===== config.mk =====
export PLATFORM = sky130hd
export DESIGN_NAME = operand_fetch_flat
export DESIGN_NICKNAME = d
export VERILOG_FILES = /design/src/rtl/operand_fetch_if.sv /design/src/rtl/operand_fetch.sv /design/src/flat_wrapper.sv
export SDC_FILE = /design/constraint.sdc
export NUM_CORES = 1
export LEC_CHECK = 0
export CAP_MARGIN = 25
export CORE_MARGIN = 2
export CORE_UTILIZATION = 50
export CTS_CLUSTER_DIAMETER = 50
export DETAILED_ROUTE_END_ITERATION = 10
export GPL_TIMING_DRIVEN = 0
export PLACE_DENSITY = 0.69
export REMOVE_ABC_BUFFERS = 1
export SYNTH_ARGS = -nofsm -noshare
export SYNTH_HDL_FRONTEND = slang
export SYNTH_SLANG_ARGS = --single-unit

===== constraint.sdc =====
create_clock -name Clk -period 2 [get_ports Clk]
set_input_delay 0.3 -clock Clk [delete_from_list [all_inputs] [get_ports Clk]]
set_output_delay 0.3 -clock Clk [all_outputs]
set_load 0.1 [all_outputs]

===== src/rtl/operand_fetch_if.sv =====
// Operand-fetch bundle: decode/write-back inputs and the three read operands.
interface operand_fetch_if;
  logic [15:0] IR;
  logic [15:0] BUS;
  logic        LD_REG;
  logic        DRMUX;
  logic        SR1MUX;
  logic [15:0] SR1_OUT;
  logic [15:0] SR2_OUT;
  logic [15:0] ALU_B;

  modport master (
    output IR, BUS, LD_REG, DRMUX, SR1MUX,
    input  SR1_OUT, SR2_OUT, ALU_B
  );

  modport slave (
    input  IR, BUS, LD_REG, DRMUX, SR1MUX,
    output SR1_OUT, SR2_OUT, ALU_B
  );
endinterface


===== src/rtl/operand_fetch.sv =====
// Eight-entry 16-bit register file with two combinational read ports and an
// ALU operand-B mux selecting between SR2 and the sign-extended imm5 field.
module operand_fetch (
  input  logic            Clk,
  input  logic            Reset,
  operand_fetch_if.slave  of_if
);

  logic [15:0] regs_q [8];
  logic [15:0] regs_d [8];
  logic [2:0]  dr_sel;
  logic [2:0]  sr1_sel;
  logic [2:0]  sr2_sel;
  logic [15:0] imm_ext;
  logic        unused_opcode;

  assign unused_opcode = ^of_if.IR[15:12];

  assign dr_sel  = of_if.DRMUX  ? 3'b111          : of_if.IR[11:9];
  assign sr1_sel = of_if.SR1MUX ? of_if.IR[8:6]   : of_if.IR[11:9];
  assign sr2_sel = of_if.IR[2:0];
  assign imm_ext = {{11{of_if.IR[4]}}, of_if.IR[4:0]};

  always_comb begin
    for (int unsigned i = 0; i < 8; i++) begin
      regs_d[i] = regs_q[i];
    end
    if (of_if.LD_REG) begin
      regs_d[dr_sel] = of_if.BUS;
    end
  end

  always_ff @(posedge Clk) begin
    if (Reset) begin
      for (int unsigned i = 0; i < 8; i++) begin
        regs_q[i] <= '0;
      end
    end else begin
      for (int unsigned i = 0; i < 8; i++) begin
        regs_q[i] <= regs_d[i];
      end
    end
  end

  // Reads come straight from the flops, so a pending write stays invisible until after the edge.
  assign of_if.SR1_OUT = regs_q[sr1_sel];
  assign of_if.SR2_OUT = regs_q[sr2_sel];
  assign of_if.ALU_B   = of_if.IR[5] ? imm_ext : regs_q[sr2_sel];

endmodule


===== src/flat_wrapper.sv =====
// flat-port wrapper written by rule: the top's interface ports become plain ports
module operand_fetch_flat 
  (Clk, Reset, of_if_IR, of_if_BUS, of_if_LD_REG, of_if_DRMUX, of_if_SR1MUX, of_if_SR1_OUT, of_if_SR2_OUT, of_if_ALU_B);
  operand_fetch_if of_if_i ();
  input  logic Clk;
  input  logic Reset;
  input wire logic [$bits(of_if_i.IR)-1:0] of_if_IR;
  input wire logic [$bits(of_if_i.BUS)-1:0] of_if_BUS;
  input wire logic [$bits(of_if_i.LD_REG)-1:0] of_if_LD_REG;
  input wire logic [$bits(of_if_i.DRMUX)-1:0] of_if_DRMUX;
  input wire logic [$bits(of_if_i.SR1MUX)-1:0] of_if_SR1MUX;
  output wire logic [$bits(of_if_i.SR1_OUT)-1:0] of_if_SR1_OUT;
  output wire logic [$bits(of_if_i.SR2_OUT)-1:0] of_if_SR2_OUT;
  output wire logic [$bits(of_if_i.ALU_B)-1:0] of_if_ALU_B;
  assign of_if_i.IR = of_if_IR;
  assign of_if_i.BUS = of_if_BUS;
  assign of_if_i.LD_REG = of_if_LD_REG;
  assign of_if_i.DRMUX = of_if_DRMUX;
  assign of_if_i.SR1MUX = of_if_SR1MUX;
  assign of_if_SR1_OUT = of_if_i.SR1_OUT;
  assign of_if_SR2_OUT = of_if_i.SR2_OUT;
  assign of_if_ALU_B = of_if_i.ALU_B;
  operand_fetch u_core (.Clk(Clk), .Reset(Reset), .of_if(of_if_i));
endmodule

==> results.cfg <==
[outcome]
status = complete, but fails checks
violations = setup timing

[routing]
drt_iter0_markers = 799
ant_nets = 0
first_pass_iters = 5
vias = 6818
drt_wl_total_mm = 24.9
drcViolationCount = 0
viasPerCell = 6.22
wl_per_cell_um = 22.7

[setup_path]
timing.rr.start = u_core.regs_q[6][12]
worstPathArrival_ps = 1990
critPathLaunchType = flop
slowest_stage = mux4_2
slowest_delay_ps = 470
cp_cell_sequence = mux4_2 -> mux2_4 -> mux2_2 -> buf_12
worstSetupPathType = flop to output pin
r2r_setup_slack_ps = 1100
timing.rr.end = u_core.regs_q[6][12]
cp.required_ps = 1700
end_kind = output pin
crit_fanout = 2
r2r_cells = 4

[global_routing]
antenna_found_initial = 0
grt_first_pass_wirelength_mm = 36.6
groute.usage.overall_pct = 33.1
grt_pass1_vias = 6776
grt_overflow = 0
grt_max_degree = 87

[clocking]
cts_buffer_depth = 2
hold_buffers = 0
clock-root-buffer = clkbuf_16
cts_buffers = 17
clkTransAtPathRegs_ps = 60
clkSinkCount = 128
cts_tree = done
clock_latency_ps = 420
htree_levels = 4

[layout]
utilization_pct = 73.8
area_growth_pct = 45.7
nNetsFinal = 941
diodes = 0
top_register = u_core.regs_q
largestRegisters = u_core.regs_q x128
layout-drive-gt1-share_pct = 39.5
final_area_mm2 = 0.0102
largest_register_ffs = 128
final_cell_mix = 192 x nand2_1, 95 x mux2i_1, 81 x nor2_1
layout.cells.non_filler = 1097
final_common_cell = nand2_1

[power_and_ir_drop]
peakVddDrop_mv = 0.892
p_leak_nw = 3.86
power.density_mw_per_mm2 = 747

[placed_design]
placed_cell_area_mm2 = 0.00797
gp_congestion = 0.808
place_inst = 986
port_buffers = 80
dpl.hpwl_mm = 13.4

[hold_path]
min_to = u_core.regs_q[0][2]
min_from = Reset
whs_path_depth = 2
hp-class = input port to flop

[timing]
setup_ws_ps = -294
min_period_ps = 2290
fmax_mhz = 436
finalHoldViolCount = 0
finalMaxSlewViolations = 0
setup_viol = 29
post-route-period-util_pct = 115
slew_headroom_pct = 34.6
rsz0062_at_grt = true
skew_ps = 0
worstMarginPinSlew_ps = 978

[synth]
yosys_warnings = 0
netlist_instances = 785
syn_area_mm2 = 0.00698
synth_area_per_cell_um2 = 8.89
synth_seq_cells = 128
synth.distinct_cells = 34
ys_seq_area_share_pct = 36.7

[floorplanning]
core_area_mm2 = 0.0138
ios = 85
fp.dieH_um = 122
std_cell_rows = 43
start_util_pct = 50.7
die_x_um = 122
die_area_mm2 = 0.0149

[job]
cap_violations = 0
critical path: cells and delay by family (launching register included):
family	cells	cell delay [ps]
buffers and inverters	1	170
flip-flops	1	330
multiplexers	3	1060
cells by family (layout without fill, tap and decap cells):
logic type	count (synthesis)	in the layout	synth area share, %
simple gates	344	344	21.3
mux	160	162	29.6
flops	128	128	36.7
compound gates	75	75	6.72
buf+inv	78	208	5.70
cell usage after synthesis:
cell	number	area share (%)
o21bai_1	1	0.11
mux4_1	7	2.6
nand3_1	32	2.3
mux4_2	24	7.7
and3_1	17	1.5
mux2i_1	97	14
buf_2	11	0.79
nor2_1	81	4.4
buf_6	8	1.3
a32oi_1	16	2.0
nor3_2	3	0.43
nor4_4	2	0.61
dfxtp_1	128	37
mux2_2	31	5.0
nor3_4	2	0.47
inv_2	1	0.054
clkbuf_1	50	2.7
buf_1	2	0.11
mux2i_4	1	0.32
o21ai_2	1	0.13
nand2b_4	1	0.20
o32ai_2	2	0.47
buf_4	4	0.43
buf_12	1	0.29
nor3_1	1	0.072
inv_1	1	0.054
o22ai_1	2	0.18
or2b_4	1	0.16
nand2b_1	2	0.18
or3_1	3	0.27
nand2_1	199	11
a22oi_1	1	0.11
o21ai_0	4	0.29
a21oi_1	48	3.4
through the flow:
stage	power (W)	setup slack (ps)	setup TNS [ps]	hold WS, ps
finish	0.00760	-294	-4530	322
global route	0.00778	-317	-5560	335
floorplan	0.00356	-1070	-17540	369
CTS	0.00747	-270	-4240	318
detailed placement	0.00409	-2110	-142540	462
global placement	0.00401	-2780	-419690	454
report_power, final:
group | switching (W) | internal [W] | leakage (nW) | total, W
logic | 0.00114 | 0.000765 | 2.51 | 0.00190
clock network | 0.00117 | 0.00189 | 0.282 | 0.00306
registers | 0.0000353 | 0.00260 | 1.07 | 0.00264
total | 0.00235 | 0.00525 | 3.86 | 0.00760
how the worst max path moves through the flow:
stage	start	to	slack, ps	cells past startpoint
2_1_floorplan	of_if_IR[0]	of_if_ALU_B[0]	-1070	3
3_3_place_gp	of_if_IR[2]	of_if_ALU_B[1]	-2780	5
3_5_place_dp	of_if_SR1MUX	of_if_SR1_OUT[12]	-2110	6
4_1_cts	u_core.regs_q[6][12]	of_if_ALU_B[12]	-270	4
5_1_grt	u_core.regs_q[6][8]	of_if_ALU_B[8]	-320	4
6_report	u_core.regs_q[6][7]	of_if_ALU_B[7]	-290	4
cell type report:
type	instances	area, um2
Fill cell	931	3600
Multi-Input combinational cell	581	4310
Clock inverter	11	114
Clock buffer	21	460
Timing Repair Buffer	174	2400
Sequential cell	128	2650
Inverter	2	7.51
Tap cell	180	225
timing repair:
item	CTS	global route
setup buffers	60	16
pin swaps	18	14
gates cloned	6	1
setup endpoints to repair	158	58
resized for setup	534	105
layer usage:
layer	vias up	routed length (um)	global-route usage [%]
met2	434	12000	54.3
met5	-	0	0
met1	3303	9420	39.0
met4	0	1280	18.8
li1	2966	-	-
met3	115	2180	9.27
(Power assumes the default switching activity.)
